<file path="config.mk">
export PLATFORM = sky130hd
export DESIGN_NAME = ext_irq_ctrl
export DESIGN_NICKNAME = d
export VERILOG_FILES = /design/src/rtl/ext_irq_ctrl.sv
export SDC_FILE = /design/constraint.sdc
export NUM_CORES = 1
export LEC_CHECK = 0
export CAP_MARGIN = 20
export CORE_MARGIN = 1
export CORE_UTILIZATION = 54
export CTS_CLUSTER_DIAMETER = 80
export DETAILED_ROUTE_END_ITERATION = 10
export MAX_ROUTING_LAYER = met4
export PLACE_DENSITY_LB_ADDON = 0.1
export SYNTH_ARGS = -nofsm -noshare
export SYNTH_HDL_FRONTEND = slang
export SYNTH_SLANG_ARGS = --single-unit
</file>
<file path="constraint.sdc">
create_clock -name clk -period 11.25 [get_ports clk]
set_input_delay 1.125 -clock clk [delete_from_list [all_inputs] [get_ports clk]]
set_output_delay 1.125 -clock clk [all_outputs]
set_load 0.05 [all_outputs]
</file>
<file path="src/rtl/ext_irq_ctrl.sv">
// Machine-level external interrupt controller: synchronises peripheral lines, gates them into
// pending bits, arbitrates by priority and hands the winner to the CSR unit via meip/claim.
module ext_irq_ctrl #(
    parameter int NUM_SRC = 8,
    parameter int PRIO_W  = 3
) (
    input  logic               clk,
    input  logic               reset,
    input  logic [NUM_SRC-1:0] src_irq,
    input  logic               bus_sel,
    input  logic               bus_we,
    input  logic [7:0]         bus_addr,
    input  logic [31:0]        bus_wdata,
    output logic [31:0]        bus_rdata,
    input  logic               irq_ack,
    output logic               meip,
    output logic [4:0]         claim_id
);

    localparam logic [5:0] A_PEND  = 6'h10;
    localparam logic [5:0] A_EN    = 6'h11;
    localparam logic [5:0] A_TRIG  = 6'h12;
    localparam logic [5:0] A_THR   = 6'h13;
    localparam logic [5:0] A_CLAIM = 6'h14;

    logic [NUM_SRC-1:0] s1_q, s2_q, s3_q;
    logic [NUM_SRC-1:0] pending_q, enable_q, trigger_q;
    logic [PRIO_W-1:0]  prio_q [NUM_SRC];
    logic [PRIO_W-1:0]  threshold_q;
    logic               claim_valid_q;
    logic [4:0]         claim_id_q;
    logic               meip_q;
    logic [31:0]        rdata_q;

    logic [NUM_SRC-1:0] pending_d, set_mask, clr_mask, claimed_mask;
    logic [PRIO_W-1:0]  best_prio;
    logic [4:0]         best_id;
    logic [5:0]         word;
    logic               rd_en, wr_en, claim_req, complete;
    logic [31:0]        rd_data;
    logic               unused_bits;

    assign word        = bus_addr[7:2];
    assign rd_en       = bus_sel & ~bus_we;
    assign wr_en       = bus_sel & bus_we;
    assign unused_bits = ^{bus_addr[1:0], bus_wdata};

    // Strict '>' while scanning upward in ID keeps the lowest ID on priority ties.
    always_comb begin
        best_prio    = '0;
        best_id      = '0;
        claimed_mask = '0;
        for (int i = 0; i < NUM_SRC; i++) begin
            claimed_mask[i] = claim_valid_q && (claim_id_q == 5'(i + 1));
            if (pending_q[i] && enable_q[i] && !claimed_mask[i] && (prio_q[i] > best_prio)) begin
                best_prio = prio_q[i];
                best_id   = 5'(i + 1);
            end
        end
    end

    assign claim_req = (irq_ack || (rd_en && word == A_CLAIM)) && !claim_valid_q && (best_id != 5'd0);
    assign complete  = wr_en && (word == A_CLAIM) && claim_valid_q && (bus_wdata[4:0] == claim_id_q);

    always_comb begin
        set_mask = '0;
        clr_mask = '0;
        for (int i = 0; i < NUM_SRC; i++) begin
            set_mask[i] = trigger_q[i] ? (s2_q[i] & ~s3_q[i])
                                       : (s2_q[i] & ~pending_q[i] & ~claimed_mask[i]);
            clr_mask[i] = claim_req && (best_id == 5'(i + 1));
        end
        pending_d = (pending_q & ~clr_mask) | set_mask;
    end

    always_comb begin
        rd_data = '0;
        case (word)
            A_PEND:  rd_data = 32'(pending_q);
            A_EN:    rd_data = 32'(enable_q);
            A_TRIG:  rd_data = 32'(trigger_q);
            A_THR:   rd_data = 32'(threshold_q);
            A_CLAIM: rd_data = claim_req ? 32'(best_id) : 32'(claim_id_q);
            default: begin
                for (int i = 0; i < NUM_SRC; i++) begin
                    if (word == 6'(i)) rd_data = 32'(prio_q[i]);
                end
            end
        endcase
    end

    always_ff @(posedge clk or posedge reset) begin
        if (reset) begin
            s1_q          <= '0;
            s2_q          <= '0;
            s3_q          <= '0;
            pending_q     <= '0;
            enable_q      <= '0;
            trigger_q     <= '0;
            threshold_q   <= '0;
            claim_valid_q <= 1'b0;
            claim_id_q    <= '0;
            meip_q        <= 1'b0;
            rdata_q       <= '0;
            for (int i = 0; i < NUM_SRC; i++) prio_q[i] <= '0;
        end else begin
            s1_q      <= src_irq;
            s2_q      <= s1_q;
            s3_q      <= s2_q;
            pending_q <= pending_d;
            if (wr_en) begin
                case (word)
                    A_EN:   enable_q    <= bus_wdata[NUM_SRC-1:0];
                    A_TRIG: trigger_q   <= bus_wdata[NUM_SRC-1:0];
                    A_THR:  threshold_q <= bus_wdata[PRIO_W-1:0];
                    default: begin
                        for (int i = 0; i < NUM_SRC; i++) begin
                            if (word == 6'(i)) prio_q[i] <= bus_wdata[PRIO_W-1:0];
                        end
                    end
                endcase
            end
            if (claim_req) begin
                claim_valid_q <= 1'b1;
                claim_id_q    <= best_id;
            end else if (complete) begin
                claim_valid_q <= 1'b0;
                claim_id_q    <= '0;
            end
            meip_q <= (best_prio > threshold_q) && !claim_valid_q;
            if (rd_en) rdata_q <= rd_data;
        end
    end

    assign bus_rdata = rdata_q;
    assign meip      = meip_q;
    assign claim_id  = claim_id_q;

endmodule

</file>
; ---- Word-level counts from Yosys, hierarchy flattened
; Cells that the tools add are included.
[totals]
register_bits = 114
in_bits = 53
output_inout_bits = 38
elab_cells = 222
[classes]
order_cmp = 9
n_eq_ne = 29
mux = 38
n_bitwise = 55
n_reduce_logical = 72
[ops]
columns = op, n
row1 = 32-bit two-way mux, 7
row2 = 32-bit case mux with 5 select lines, 1
row3 = 5-bit two-way mux, 10
row4 = 1-bit logical AND, 47
row5 = 5-bit by 3-bit equality test with 1-bit output (second input constant), 8
row6 = 6-bit by 5-bit equality test with 1-bit output (second input constant), 5
row7 = 3-bit two-way mux, 9
row8 = 1-bit AND, 26
row9 = 1-bit inverter, 26
row10 = 6-bit by 3-bit equality test with 1-bit output (second input constant), 4
row11 = 3-bit greater-than comparator, 8
row12 = 3-bit AND reduction, 8
row13 = 5-bit by 2-bit equality test with 1-bit output (second input constant), 4
row14 = 6-bit by 2-bit equality test with 1-bit output (second input constant), 2
row15 = 1-bit two-way mux, 11
row16 = 5-bit by 1-bit equality test with 1-bit output (second input constant), 2
row17 = 5-bit by 4-bit equality test with 1-bit output (second input constant), 2
row18 = 1-bit zero test, 9
row19 = 8-bit AND, 1
row20 = 8-bit inverter, 1
row21 = 8-bit bitwise OR, 1
row22 = 6-bit by 1-bit equality test with 1-bit output (second input constant), 1
row23 = 6-bit zero test, 1
row24 = 2-bit AND reduction, 3
row25 = other kinds (6), 6

; ---- Logic depth before layout (Yosys ltp)
[depth]
depth_word = 33
mapped_depth = 56
depth_no_buf = 55

; ---- Least setup slack after synthesis
; Ideal clock, no wire load.
[synth_path]
path_kind = register to register
start = register claim_id_q[0], in the netlist claim_id[0]
end = register pending_q[1]
setup_time_ns = 0.133
arrival_ns = 10.552
required_time_ns = 11.117
setup_slack_ns = 0.565
path_stages_with_launch = 50
path_buffers = 2
synth_period_minus_slack_ns = 10.685
cell_sequence = dfrtp_1 > buf_2 > nor2b_1 > a21boi_0 > and2_1 > ha_1 > nor2b_1 > o311ai_0 > nor2_1 > mux2_2 > ha_1 > a31o_2 > nor3_2 > a21oi_1 > ha_1 > nor2_1 > maj3_1 > a22oi_1 > [... 14 more ...] > o211ai_1 > and3_1 > mux2_4 > inv_1 > ha_1 > a21o_1 > a21oi_1 > nor2_1 > nand4_1 > mux2i_4 > ha_1 > a21o_1 > a21oi_1 > nor2_1 > or3_1 > clkbuf_1 > nor4b_1 > o21ai_0
[synth_via]
elab_chain_cells = 33
word_cells_on_any_way = 72
classes_between = order compare (7) / eq/ne (9) / mux (16) / bitwise (5) / reduce/logical (35)
[synth_lines]
columns = item, line
row1 = start: declaration, 31  ; logic [4:0] claim_id_q;
row2 = start signal: assignment, 125  ; claim_id_q <= best_id;
row3 = 5-bit by 1-bit equality test with 1-bit output, 54  ; claimed_mask[i] = claim_valid_q && (claim_id_q == 5'(i + 1));
row4 = 1-bit logical AND, 54
row5 = 1-bit zero test, 55  ; if (pending_q[i] && enable_q[i] && !claimed_mask[i] && (prio_q[i] > best_prio)) begin
row6 = 1-bit logical AND (2 in series), 55
row7 = 3-bit two-way mux, 55
row8 = 3-bit greater-than comparator, 55
row9 = 1-bit logical AND, 55
row10 = 3-bit two-way mux, 55
row11 = [... 17 more ...], -
row12 = 5-bit two-way mux, 55
row13 = 5-bit nonzero test, 62  ; assign claim_req = (irq_ack || (rd_en && word == A_CLAIM)) && !claim_valid_q && (best_id != 5'd0);
row14 = 1-bit logical AND, 62
row15 = 1-bit logical AND, 71  ; clr_mask[i] = claim_req && (best_id == 5'(i + 1));
row16 = 8-bit inverter, 73  ; pending_d = (pending_q & ~clr_mask) | set_mask;
row17 = 8-bit AND, 73
row18 = 8-bit bitwise OR *, 73
row19 = net pending_d[1], 35  ; logic [NUM_SRC-1:0] pending_d, set_mask, clr_mask, claimed_mask;
row20 = end signal: assignment, 110  ; pending_q <= pending_d;
row21 = end: declaration, 27  ; logic [NUM_SRC-1:0] pending_q, enable_q, trigger_q;
; Mark *: on every way through the listed nets, which the timed path passes. The rest lies on a longest branch.
; A chain may end at the register's enable or synchronous reset.

; ---- Final worst setup path
[layout_path]
start = register claim_id_q[2], in the netlist claim_id[2]
end = register rdata_q[1], in the netlist bus_rdata[1]
[layout_via]
elab_chain_cells = 31
word_cells_on_any_way = 66
classes_between = order compare (7) / eq/ne (8) / mux (17) / reduce/logical (34)
[layout_lines]
columns = item, line
row1 = 5-bit by 1-bit equality test with 1-bit output, 54
row2 = 1-bit logical AND, 54
row3 = 1-bit zero test, 55
row4 = 1-bit logical AND (2 in series), 55
row5 = 3-bit two-way mux, 55
row6 = 3-bit greater-than comparator, 55
row7 = 1-bit logical AND, 55
row8 = 3-bit two-way mux, 55
row9 = [... 14 more ...], -
row10 = 3-bit two-way mux, 55
row11 = 3-bit greater-than comparator, 55
row12 = 1-bit logical AND, 55
row13 = 5-bit two-way mux *, 55
row14 = 5-bit nonzero test, 62
row15 = 1-bit logical AND, 62
row16 = 5-bit two-way mux *, 83  ; A_CLAIM: rd_data = claim_req ? 32'(best_id) : 32'(claim_id_q);
row17 = 32-bit case mux with 5 select lines *, 78  ; case (word)
row18 = end signal: assignment, 131  ; if (rd_en) rdata_q <= rd_data;
row19 = end: declaration, 33  ; logic [31:0] rdata_q;
; Every way passes the cells marked *; elsewhere a longest branch is shown, timed or not.

==> impl_metrics.yaml <==
clock_network:
  clk_pin_slew_ns: 0.09
  clock_latency_ns: 0.37
  clockBufferDepth: 2
  cts_hold_buf: 0
  cts.sinks: 89
  cts_htree_levels: 3
  cts_buffers: 9
  cts_root_buffer: "clkbuf_8"
  cts_tree: "yes"
synth:
  synth.top_cells.by_count: "dfrtp_1 (89), nand2_1 (53), o21ai_0 (43)"
  yosys.area.top_type: "dfrtp_1"
  yosysMostFrequentCell: "dfrtp_1"
  synth_top_area_frac: 0.421
  yosysWarnings: 0
  synth.cell_area_sq_um: 5290
  synth.avg_cell_area_sq_um: 9.90
  synth_edf_count: 0
  async_flop_share: 1.00
  synthFlopType: "dfrtp_1"
  yosysSeqAreaShare: 0.421
  synthCells: 534
  yosysUniqueCellTypes: 76
  yosys-top-cells-area: "dfrtp_1 (42%), mux2_2 (7.5%), ha_1 (4.3%), o21ai_0 (4.1%), nand2_1 (3.8%)"
  ys_ff_latch: 89
sta:
  fin_worst_skew_ns: 0.00909
  hold_viol_final: 0
  period_share: 0.968
  setup_viol: 0
  slew_viol_final: 0
  setup_slack_ns: 0.360
  tns_ns: 0
  period_needed_ns: 10.89
  fmax_mhz: 91.8
  maxSlewHeadroom: 0.262
  tightest_slew_ns: 1.10
route:
  drc: 0
  postRouteWirelength_um: 14700
  ant_nets: 0
  drtPass1Iterations: 6
  vias_per_cell: 6.15
  drt_iter0_drc: 399
  routedWlPerCell_um: 19.7
  dr_total_vias: 4587
worst_setup_path:
  r2r-end: "bus_rdata[1]"
  r2r_setup_slack_ns: 0.36
  startpoint: "claim_id[2]"
  cpLargestDelayFamily: "compound AO/OA/AOI/OAI gates"
  crit_arrival_ns: 11.17
  critPathMaxStageDelay_ns: 0.46
  slowest_stage: "dfrtp_2"
  crit_buf_inv: 5
  worst-path-max-fanout: 7
  cp-endpoint: "bus_rdata[1]"
  r2r_start: "claim_id[2]"
  cp_common_cell: "ha_1"
  required_ns: 11.53
  worst-path-stages: 53
  cp-start-kind: "register"
  cp-end-kind: "register"
  rr_worst_depth: 53
  worstSetupPathType: "register to register"
placed_design:
  place_inst: 723
  io_buffers: 39
  placed_cell_area_sq_um: 5950
  detailed_place_hpwl_um: 10700
  place_congestion: 0.955
  pre_cts_ws_ns: 0.0390
layout:
  finalNonFillerCells: 746
  stdcell_area_sq_um: 6360
  area_growth_pct: 20.3
  drive_gt1_frac: 0.217
  n_antenna_cell: 0
  fin_nets: 683
  nFillCells: 766
power_and_ir_drop:
  total_power_mw: 1.05
  ir_worst_vdd_uv: 106
  leakagePower_nw: 2.78
  powerDensity_nw_per_um2: 166
die:
  die_h_um: 101
  core-area_sq_um: 9370
  die_width_um: 101
  start_util: 0.564
  io_pins: 91
  std_cell_rows: 35
  die-area_sq_um: 10200
worst_hold_path:
  holdPathStages: 0
  hold_class: "register to register"
global_route:
  antenna_found_initial: 0
  grt_usage: 0.316
  grt_start_max_net_pins: 90
  grt-ovfl-total: 0
  grt_pass1_vias: 4340
  grt_pass1_wl_um: 23100
flow_run:
  cap_violations: 0
outcome:
  status: "complete, no violations"
## placed cells by master (no fill, tap or decap), drive strengths merged, types with 11 or more instances in the layout
master / n
buf: 43
dfrtp: 89
nand2: 53
ha: 18
a21oi: 14
mux2i: 11
mux2: 36
inv: 26
nand3: 13
o21ai: 49
conb: 25
clkdlybuf4s50: 39
nor2: 38
## worst reg2reg max path, delay by kind of cell, from the launching register on
kind / cells / cell delay, ns
AO/OA/AOI/OAI: 17 / 3.25
AND/OR/NAND/NOR: 20 / 3.19
adder cells (fa/ha/maj): 8 / 2.31
multiplexers: 3 / 0.90
buffers and inverters: 5 / 0.72
flip-flops: 1 / 0.46
## stage by stage
step                utilization  hold slack (ns)
finish                    0.679            0.356
global route              0.679            0.362
CTS                       0.658            0.359
detailed placement        0.635            0.337
global placement          0.635            0.332
floorplan                     -            0.331
## timing repair
item / in CTS / in global routing
endpoints found under the hold margin: 0 / 0
pin swaps: 0 / 16
resized for setup: 1 / 29
endpoints found under the setup margin: 2 / 18
setup buffers: 0 / 6
## cell families (layout without fill, tap and decap cells)
| group | after synthesis | in the layout | synth area share |
|---|---|---|---|
| fa+ha+maj | 19 | 19 | 0.0445 |
| flops | 89 | 89 | 0.421 |
| buf+inv | 64 | 123 | 0.0642 |
| mux | 52 | 52 | 0.122 |
| xor+xnor | 4 | 4 | 0.00663 |
| compound gates | 138 | 138 | 0.180 |
| other cells | 1 | 25 | 0.000710 |
| simple gates | 167 | 167 | 0.160 |
## worst min-delay path by stage
stage,startpoint,endpoint,slack (ns)
after CTS,s1_q[5],s2_q[5],0.36
after floorplan,s1_q[0],s2_q[0],0.33
after global routing,s1_q[4],s2_q[4],0.36
after detailed placement,s1_q[5],s2_q[5],0.34
after global placement,s1_q[5],s2_q[5],0.33
final,s1_q[2],s2_q[2],0.36
## flip-flops by register name, summed over array words and instances (netlist names)
signal / count
bus_rdata: 8
prio_q: 24
enable_q: 8
pending_q: 8
claim_valid_q: 1
s1_q: 8
claim_id: 4
threshold_q: 3
s3_q: 8
trigger_q: 8
s2_q: 8
meip: 1
## report_power, final
group	internal [mW]	leakage [nW]	total [mW]	switching (mW)
Clock	0.127	0.107	0.249	0.123
Combinational	0.169	1.60	0.414	0.246
Sequential	0.352	1.07	0.389	0.0373
Total	0.647	2.78	1.05	0.406
## final cells by class
| type | instances | area [sq um] | share of cell area |
|---|---|---|---|
| clock buffers | 10 | 128 | 0.0201 |
| clock inverters | 6 | 90.1 | 0.0142 |
| inverters | 25 | 95.1 | 0.0150 |
| multi-input cells | 405 | 2920 | 0.459 |
| flip-flops and latches | 89 | 2230 | 0.350 |
| well taps | 129 | 161 | 0.0254 |
| repair buffers | 82 | 737 | 0.116 |
## metal layers
metal / vias up / global-route usage / part of all wire
met1: 2262 / 0.419 / 0.44
met3: 41 / 0.0631 / 0.069
li1: 2073 / - / -
met4: 0 / 0.0948 / 0.029
met5: - / - / 0
met2: 211 / 0.492 / 0.46
Note: power is estimated with default switching activity, not from simulation.
